==> src/rtl/pattern_fsm_pkg.sv <==
// pattern_fsm_pkg
//   Shared definitions for the pattern_fsm detector: one-hot state
//   constants, the 2-bit encoded state codes exposed on state_out, the
//   encode helper, and the supported range of the pattern length.
//   Ports: none (package).
package pattern_fsm_pkg;

  localparam int LEN_MIN = 2;
  localparam int LEN_MAX = 16;

  localparam logic [3:0] ST_IDLE  = 4'b0001;
  localparam logic [3:0] ST_FILL  = 4'b0010;
  localparam logic [3:0] ST_ARMED = 4'b0100;
  localparam logic [3:0] ST_HIT   = 4'b1000;

  localparam logic [1:0] ENC_IDLE  = 2'd0;
  localparam logic [1:0] ENC_FILL  = 2'd1;
  localparam logic [1:0] ENC_ARMED = 2'd2;
  localparam logic [1:0] ENC_HIT   = 2'd3;

  // Non-one-hot values report as IDLE; the FSM recovers from them on the
  // next edge anyway.
  function automatic logic [1:0] encode_state(input logic [3:0] st);
    logic [1:0] code;
    case (st)
      ST_FILL:  code = ENC_FILL;
      ST_ARMED: code = ENC_ARMED;
      ST_HIT:   code = ENC_HIT;
      default:  code = ENC_IDLE;
    endcase
    return code;
  endfunction

endpackage

==> src/rtl/pattern_fsm_window.sv <==
// pattern_fsm_window
//   Serial window of the detector: LEN-bit shift register (new bit into
//   the LSB), saturating fill counter and the look-ahead pattern compare.
//   Ports:
//     clk, reset_n   clock, asynchronous active-low reset
//     clr            synchronous clear of window and fill (wins over shift)
//     shift          accept bit_in into the window
//     bit_in         serial data bit
//     fill           number of valid bits in the window, 0..LEN
//     hit_next       window would equal PATTERN after shifting bit_in
//     full_next      window holds LEN bits once bit_in is shifted in
//     fill_bad       fill register holds a value above LEN
module pattern_fsm_window
  import pattern_fsm_pkg::*;
#(
  parameter int             LEN     = 4,
  parameter logic [LEN-1:0] PATTERN = '0,
  localparam int            FW      = $clog2(LEN + 1)
) (
  input  logic          clk,
  input  logic          reset_n,
  input  logic          clr,
  input  logic          shift,
  input  logic          bit_in,
  output logic [FW-1:0] fill,
  output logic          hit_next,
  output logic          full_next,
  output logic          fill_bad
);

  logic [LEN-1:0] window;
  logic [LEN-1:0] shifted;

  // The compare looks at the window as it will be after this bit, so the
  // FSM can enter HIT on the same edge the last pattern bit is accepted.
  assign shifted   = {window[LEN-2:0], bit_in};
  assign hit_next  = (shifted == PATTERN);
  assign full_next = (fill >= FW'(LEN - 1));
  assign fill_bad  = (fill > FW'(LEN));

  // Fill saturates at LEN so that ARMED/HIT keep sliding the window.
  always_ff @(posedge clk or negedge reset_n) begin
    if (!reset_n) begin
      window <= '0;
      fill   <= '0;
    end else if (clr) begin
      window <= '0;
      fill   <= '0;
    end else if (shift) begin
      window <= shifted;
      if (fill < FW'(LEN)) fill <= fill + 1'b1;
    end
  end

endmodule

==> src/rtl/pattern_fsm.sv <==
// pattern_fsm
//   Safe serial pattern detector. Samples data_in when en && data_valid,
//   detects the LEN-bit PATTERN (MSB first) and holds match high while in
//   HIT. One-hot state register with recovery to IDLE on illegal values.
//   Optional saturating hit counter, enabled by defining PATTERN_FSM_CNT_EN;
//   without it match_cnt is tied to 0 and clear only restarts the window.
//   Ports:
//     clk, reset_n   clock, asynchronous active-low reset
//     en             detector enable, low forces IDLE
//     clear          synchronous restart of window (and counter)
//     data_valid     qualifies data_in
//     data_in        serial bit
//     match          high while state is HIT
//     state_out      encoded state IDLE=0 FILL=1 ARMED=2 HIT=3
//     fill           bits currently in the window
//     match_cnt      saturating hit count
//     illegal        one-cycle pulse on illegal-state recovery
module pattern_fsm
  import pattern_fsm_pkg::*;
#(
  parameter int             LEN     = 4,
  parameter logic [LEN-1:0] PATTERN = 4'b1011,
  parameter bit             OVERLAP = 1'b1,
  parameter int             CNT_W   = 8,
  localparam int            FW      = $clog2(LEN + 1)
) (
  input  logic             clk,
  input  logic             reset_n,
  input  logic             en,
  input  logic             clear,
  input  logic             data_valid,
  input  logic             data_in,
  output logic             match,
  output logic [1:0]       state_out,
  output logic [FW-1:0]    fill,
  output logic [CNT_W-1:0] match_cnt,
  output logic             illegal
);

  logic [3:0] state_q, state_d;
  logic       illegal_q, illegal_d;
  logic       win_clr, win_shift;
  logic       cnt_inc, cnt_clr;
  logic       hit_next, full_next, fill_bad;

  pattern_fsm_window #(
    .LEN     (LEN),
    .PATTERN (PATTERN)
  ) u_window (
    .clk       (clk),
    .reset_n   (reset_n),
    .clr       (win_clr),
    .shift     (win_shift),
    .bit_in    (data_in),
    .fill      (fill),
    .hit_next  (hit_next),
    .full_next (full_next),
    .fill_bad  (fill_bad)
  );

  // Next-state logic. Priority: illegal recovery, enable low, clear, then
  // the normal per-state behaviour. In non-overlap mode the hitting bit
  // clears the window instead of shifting it in, so the next search starts
  // from an empty window.
  always_comb begin
    state_d   = state_q;
    illegal_d = 1'b0;
    win_clr   = 1'b0;
    win_shift = 1'b0;
    cnt_inc   = 1'b0;
    cnt_clr   = 1'b0;
    if (!$onehot(state_q) || fill_bad) begin
      state_d   = ST_IDLE;
      win_clr   = 1'b1;
      illegal_d = 1'b1;
    end else if (!en) begin
      state_d = ST_IDLE;
      win_clr = 1'b1;
      cnt_clr = clear;
    end else if (clear) begin
      state_d = ST_FILL;
      win_clr = 1'b1;
      cnt_clr = 1'b1;
    end else begin
      case (state_q)
        ST_IDLE: begin
          win_clr = 1'b1;
          state_d = ST_FILL;
        end
        ST_FILL: begin
          if (data_valid) begin
            win_shift = 1'b1;
            if (full_next) begin
              if (hit_next) begin
                state_d = ST_HIT;
                cnt_inc = 1'b1;
                win_clr = !OVERLAP;
              end else begin
                state_d = ST_ARMED;
              end
            end
          end
        end
        ST_ARMED, ST_HIT: begin
          if (state_q == ST_HIT && !OVERLAP) begin
            state_d   = ST_FILL;
            win_shift = data_valid;
          end else if (data_valid) begin
            win_shift = 1'b1;
            if (hit_next) begin
              state_d = ST_HIT;
              cnt_inc = 1'b1;
              win_clr = !OVERLAP;
            end else begin
              state_d = ST_ARMED;
            end
          end else begin
            state_d = ST_ARMED;
          end
        end
        default: state_d = ST_IDLE;
      endcase
    end
  end

  always_ff @(posedge clk or negedge reset_n) begin
    if (!reset_n) begin
      state_q   <= ST_IDLE;
      illegal_q <= 1'b0;
    end else begin
      state_q   <= state_d;
      illegal_q <= illegal_d;
    end
  end

  // Outputs are decoded straight from registers only.
  assign match     = (state_q == ST_HIT);
  assign state_out = encode_state(state_q);
  assign illegal   = illegal_q;

`ifdef PATTERN_FSM_CNT_EN
  logic [CNT_W-1:0] cnt_q;

  // Saturating hit counter; stops at all-ones rather than wrapping.
  always_ff @(posedge clk or negedge reset_n) begin
    if (!reset_n) begin
      cnt_q <= '0;
    end else if (cnt_clr) begin
      cnt_q <= '0;
    end else if (cnt_inc && (cnt_q != '1)) begin
      cnt_q <= cnt_q + 1'b1;
    end
  end

  assign match_cnt = cnt_q;
`else
  logic unused_cnt;
  assign unused_cnt = cnt_inc | cnt_clr;
  assign match_cnt  = '0;
`endif

endmodule
==> config.mk <==
export PLATFORM = sky130hd
export DESIGN_NAME = pattern_fsm
export DESIGN_NICKNAME = d
export VERILOG_FILES = /design/src/rtl/pattern_fsm_pkg.sv /design/src/rtl/pattern_fsm_window.sv /design/src/rtl/pattern_fsm.sv
export SDC_FILE = /design/constraint.sdc
export NUM_CORES = 1
export LEC_CHECK = 0
export CAP_MARGIN = 20
export CORE_MARGIN = 3
export CORE_UTILIZATION = 51
export CTS_CLUSTER_DIAMETER = 40
export DETAILED_ROUTE_END_ITERATION = 16
export PLACE_DENSITY = 0.84
export SLEW_MARGIN = 20
export SYNTH_ARGS = -nofsm -noshare
export SYNTH_HDL_FRONTEND = slang
export SYNTH_HIERARCHICAL = 1
export SYNTH_SLANG_ARGS = --single-unit
==> constraint.sdc <==
create_clock -name clk -period 9.5 [get_ports clk]
set_clock_uncertainty 0.15 [all_clocks]
set_input_delay 0.95 -clock clk [delete_from_list [all_inputs] [get_ports clk]]
set_output_delay 0.95 -clock clk [all_outputs]
set_load 0.02 [all_outputs]
# ---- Word level (Yosys, flattened, before mapping)
# Cells that the tools add are included.
dict set report totals {
  register_bits 11
  in_bits 6
  output_inout_bits 15
  word_cells 51
}
dict set report classes {
  n_addsub 4
  n_lt_le_gt_ge 3
  n_eq_ne 8
  n_mux 24
  reduce_logical 8
}
# operator n
set ops {}
lappend ops {{4-bit two-way mux} 7}
lappend ops {{3-bit two-way mux} 5}
lappend ops {{4-bit case mux with 3 select lines} 1}
lappend ops {{1-bit two-way mux} 10}
lappend ops {{5-bit != test (second input constant)} 2}
lappend ops {{4-bit equality test (second input constant)} 2}
lappend ops {{2-bit case mux with 3 select lines} 1}
lappend ops {{1-bit by 1-bit adder with 2-bit output} 2}
lappend ops {{4-bit by 1-bit equality test with 1-bit output (second input constant)} 1}
lappend ops {{4-bit by 2-bit equality test with 1-bit output (second input constant)} 1}
lappend ops {{4-bit by 3-bit equality test with 1-bit output (second input constant)} 1}
lappend ops {{2-bit AND reduction} 2}
lappend ops {{2-bit nonzero test} 2}
lappend ops {{2-bit by 2-bit adder with 3-bit output} 1}
lappend ops {{3-bit by 1-bit adder with 3-bit output (second input constant)} 1}
lappend ops {{3-bit by 1-bit equality test with 1-bit output (second input constant)} 1}
lappend ops {{3-bit by 2-bit greater-or-equal comparator with 1-bit output (second input constant)} 1}
lappend ops {{3-bit > comparator (second input constant)} 1}
lappend ops {{3-bit < comparator (second input constant)} 1}
lappend ops {{3-bit OR reduction} 1}
lappend ops {{2-bit OR reduction} 1}
lappend ops {{1-bit zero test} 1}
lappend ops {{1-bit logical OR} 1}

# ---- Depth between registers and ports, before layout
dict set report logic_depth {
  ltp_word 8
  ltp_mapped 11
  ltp_nobuf 10
}

# ---- Cells and area by module
# Netlist, hierarchy kept.
# module n_inst cells_each area_per_inst_um2 seq_area_each_um2
set by_module_without_submodules {}
lappend by_module_without_submodules {pattern_fsm 1 55 486.7 126.4}
lappend by_module_without_submodules {pattern_fsm_window 1 31 332.8 150.1}

# ---- Worst setup path before layout
# Ideal clock, no wire load.
dict set report synth_path {
  path_type {reg2reg}
  from {register state_q[0]}
  to {register u_window.fill[0]}
  setup_time_ps 125
  arrival_ps 3046
  required_ps 9225
  setup_slack_ps 6179
  stages_incl_launch_ff 12
  path_buffers 1
  period_less_slack_ps 3321
  path_cell_list {dfstp_2 > inv_1 > fa_1 > inv_1 > ha_1 > ha_1 > nor4b_1 > nand3b_1 > nor3_1 > buf_2 > nor2b_2 > mux2_4}
}
dict set report synth_via {
  elab_chain_cells 8
  elab_cells_between_ends 22
  cone_classes {2 x add/sub; 5 x eq/ne; 9 x mux; 6 x reduce/logical}
}
# item line_no
set synth_lines {}
lappend synth_lines {{from (decl)} pattern_fsm.sv:40} ;# logic [3:0] state_q, state_d;
lappend synth_lines {{from (signal assigned)} pattern_fsm.sv:131} ;# state_q <= state_d;
lappend synth_lines {{1-bit by 1-bit adder with 2-bit output (implied by the code) (tied with other cells)} pattern_fsm.sv:72} ;# if (!$onehot(state_q) || fill_bad) begin
lappend synth_lines {{2-bit by 2-bit adder with 3-bit output (implied by the code) / 3-bit OR reduction (equally long branches)} --}
lappend synth_lines {{3-bit by 1-bit equality test with 1-bit output / 1-bit two-way mux (equally long branches)} --}
lappend synth_lines {{1-bit zero test / 1-bit two-way mux (equally long branches)} {pattern_fsm.sv:72, pattern_fsm.sv:80}}
lappend synth_lines {{1-bit logical OR / 1-bit two-way mux (equally long branches)} {pattern_fsm.sv:72, pattern_fsm.sv:76}}
lappend synth_lines {{1-bit two-way mux *} pattern_fsm.sv:72}
lappend synth_lines {{net win_shift} pattern_fsm.sv:42} ;# logic win_clr, win_shift;
lappend synth_lines {{2-bit nonzero test (no source line) *} --}
lappend synth_lines {{2-bit AND reduction (no source line) *} --}
lappend synth_lines {{to (signal assigned)} pattern_fsm_window.sv:51} ;# if (fill < FW'(LEN)) fill <= fill + 1'b1;
lappend synth_lines {{to (decl)} pattern_fsm_window.sv:25} ;# output logic [FW-1:0] fill,
# The timed path passes the listed nets; every way through them passes the cells marked *.
# A chain may end at the register's enable or synchronous reset.

# ---- Worst setup path after layout
# Ends and elaborated chain as after synthesis.

==> results.py <==
metrics = {
    "clocking": {
        "insertion_delay_ps": 270,
        "tritoncts": "built",
        "hold_buffers": 0,
        "cts.clk_slew.worst_paths_ps": 70,
        "post_cts_resized": 0,
        "htree_levels": 1,
        "clk_path_buf_depth": 2,
        "cts-root-buf": "clkbuf_4",
        "cts-buffers-inserted": 3,
        "cts_setup_buffers": 0,
        "cts_sinks": 11,
    },
    "floorplanning": {
        "start_util_pct": 58.6,
        "io_pins": 21,
        "die_area_um2": 2120,
        "die_width_um": 46.1,
        "core_um2": 1400,
        "fp.dieH_um": 46.1,
        "fp-row-count": 13,
    },
    "yosys": {
        "yosys_register_bits": 11,
        "ys.flop_type": "dfrtp_1",
        "yosysSeqAreaShare_pct": 33.7,
        "synthMuxAreaShare_pct": 6.72,
        "yosysWarnings": 6,
        "synth_top_family_by_area": "simple AND/OR/NAND/NOR gates",
        "synth_cell_types": 34,
        "syn_avg_cell_area_um2": 9.53,
        "syn_inst": 86,
        "synth_simple_gate_area_share_pct": 17.3,
        "mappedNetlistArea_um2": 820,
        "synth_compound_area_share_pct": 11.8,
        "synthAdderAreaFrac_pct": 14.7,
        "synth_edf_count": 0,
        "synth_xor_area_share_pct": 1.07,
        "async_reset_ff_share_pct": 100,
    },
    "global_routing": {
        "grt_pass1_wl_um": 2640,
        "grt.overflow.total": 0,
        "grt_pass1_vias": 593,
        "grt_max_degree": 12,
        "antenna_found_initial": 0,
        "grt_usage_pct": 17.9,
    },
    "placed_design": {
        "dp_hpwl_um": 1200,
        "gp_congestion": 0.853,
        "io_buffers": 12,
    },
    "routing": {
        "vias": 621,
        "antenna_left": 0,
        "initialDrtViolationCount": 16,
        "wl_per_cell_um": 13.6,
        "route.detailed.drc": 0,
        "vias_per_cell": 5.45,
        "routed_wl_um": 1550,
        "firstDrtPassIters": 4,
    },
    "finish": {
        "antenna-diode-count": 0,
        "synthToLayoutAreaGrowth_pct": 14.0,
        "layout.nets": 115,
        "final_core_util_pct": 66.8,
        "drive_gt1_share_pct": 8.08,
    },
    "sta": {
        "finalSetupViolCount": 0,
        "period_needed_ps": 3930,
        "finalHoldViolations": 0,
        "rsz0062_at_grt": "false",
        "finalHoldWorstSlack_ps": 377,
        "max_freq_ghz": 0.254,
        "slew_violations": 0,
        "period_share_pct": 41.4,
        "max-slew-margin-rel_pct": 48.0,
        "worst_pin_slew_ps": 774,
        "fin_setup_tns_ps": 0,
    },
    "worst_setup_path": {
        "crit_type": "reg -> reg",
        "critPathTopFamily": "simple AND/OR/NAND/NOR gates",
        "end_kind": "register",
        "path_buf_inv": 2,
        "required_ps": 9510,
        "start_kind": "register",
        "cp_cell_sequence": "inv_1 > fa_1 > inv_1 > ha_1 > ha_1 > nor4b_1 > nand3b_1 > nor3_1 > nor2b_2 > mux2_4",
        "critPathSlowestCell": "nor3_1",
        "cp.arrival_ps": 3940,
        "slowest_delay_ps": 640,
        "path_max_fanout": 6,
    },
    "outcome": {
        "status": "complete, no violations",
    },
    "flow_run": {
        "drv_cap": 0,
    },
    "power": {
        "p_leak_nw": 0.428,
        "p_per_area_nw_per_um2": 169,
        "peakVddDrop_mv": 0.121,
    },
    "hold_path": {
        "hold_path.class": "reg -> reg",
    },
}
[power by group]
part | switching [W] | internal [W] | total (W)
registers | 0.00000395 | 0.0000550 | 0.0000589
clock network | 0.0000146 | 0.0000163 | 0.0000309
logic | 0.0000411 | 0.0000275 | 0.0000685
total | 0.0000597 | 0.0000987 | 0.000158
[per-stage QoR]
step                total power (W)  setup slack (ps)  std cells  cell area (µm²)
floorplan                  0.000110              6180         93              846
global placement           0.000125              5690        110              908
detailed placement         0.000128              5580        110              908
CTS                        0.000161              5570        114              935
global route               0.000174              5220        114              935
finish                     0.000158              5570        114              935
[state kept, by name (all words and copies together), names as in the netlist]
signal,cells
state_q,4
u_window/fill,3
u_window/window,3
illegal,1
[cell families after synthesis]
kind of cell,after synthesis
AOI/OAI and AO/OA,14
and+or+nand+nor,24
other,1
adders and majority gates,9
DFF,11
xor gates and xnor gates,1
buffers and inverters,21
muxes,5
[path summary, 6_finish.rpt]
path,endpoint,cells past startpoint,start,slack (ps)
worst max register to register,u_window/fill[0],10,state_q[0],5570
min in group asynchronous,u_window/fill[2],1,reset_n,850
max in group asynchronous,state_q[0],1,reset_n,7990
worst max-delay path,u_window/fill[0],10,state_q[0],5570
worst min register to register,u_window/window[2],2,u_window/window[2],380
worst min-delay path,u_window/window[2],2,u_window/window[2],380
[area by class of cell]
| type | count | area [µm²] |
|---|---|---|
| clock buffers | 4 | 26.3 |
| fillers | 120 | 464 |
| inverters | 11 | 41.3 |
| multi-input cells | 61 | 452 |
| flip-flops and latches | 11 | 277 |
| well taps | 15 | 18.8 |
| repair buffers | 12 | 120 |
[layer usage]
metal / track usage (%) / up-vias / wire length (µm)
li1: - / 304 / -
met1: 23.9 / 292 / 709
met2: 27.5 / 21 / 730
met3: 5.86 / 4 / 94
met4: 5.11 / 0 / 17
met5: 0 / - / 0
[layout by cell type (no fill, tap or decap)]
| master | count |
|---|---|
| a2111oi_0 | 2 |
| a211o_1 | 2 |
| a211oi_1 | 1 |
| a21oi_1 | 4 |
| a31oi_1 | 1 |
| and2_1 | 1 |
| and2b_1 | 1 |
| and4b_1 | 1 |
| clkbuf_1 | 1 |
| clkbuf_4 | 3 |
| clkdlybuf4s50_1 | 12 |
| conb_1 | 8 |
| dfrtp_1 | 10 |
| dfstp_2 | 1 |
| fa_1 | 1 |
| ha_1 | 8 |
| inv_1 | 11 |
| mux2_4 | 1 |
| mux2i_1 | 4 |
| nand2_1 | 3 |
| nand2b_1 | 1 |
| nand3_1 | 1 |
| nand3b_1 | 1 |
| nand4bb_1 | 1 |
| nor2_1 | 8 |
| nor2b_2 | 1 |
| nor3_1 | 1 |
| nor4_1 | 2 |
| nor4b_1 | 1 |
| o21ai_0 | 2 |
| o22a_2 | 1 |
| o31ai_1 | 1 |
| or3b_4 | 1 |
| xor2_1 | 1 |
[tightest hold or removal path: stages (launching register included)]
cell,delay [ps]
dfrtp_1,340
mux2i_1,70
nor2_1,80
[cell usage after synthesis, types with 2 or more instances]
library cell	instances	area, µm²
dfrtp_1	10	250
ha_1	8	100
nand2_1	3	11.3
o21ai_0	2	10.0
a211o_1	2	17.5
mux2i_1	4	40.0
nor4_1	2	12.5
inv_1	11	41.3
a2111oi_0	2	17.5
nor2_1	8	30.0
a21oi_1	4	20.0
buf_4	8	60.1
Note: power is estimated with default switching activity, not from simulation.
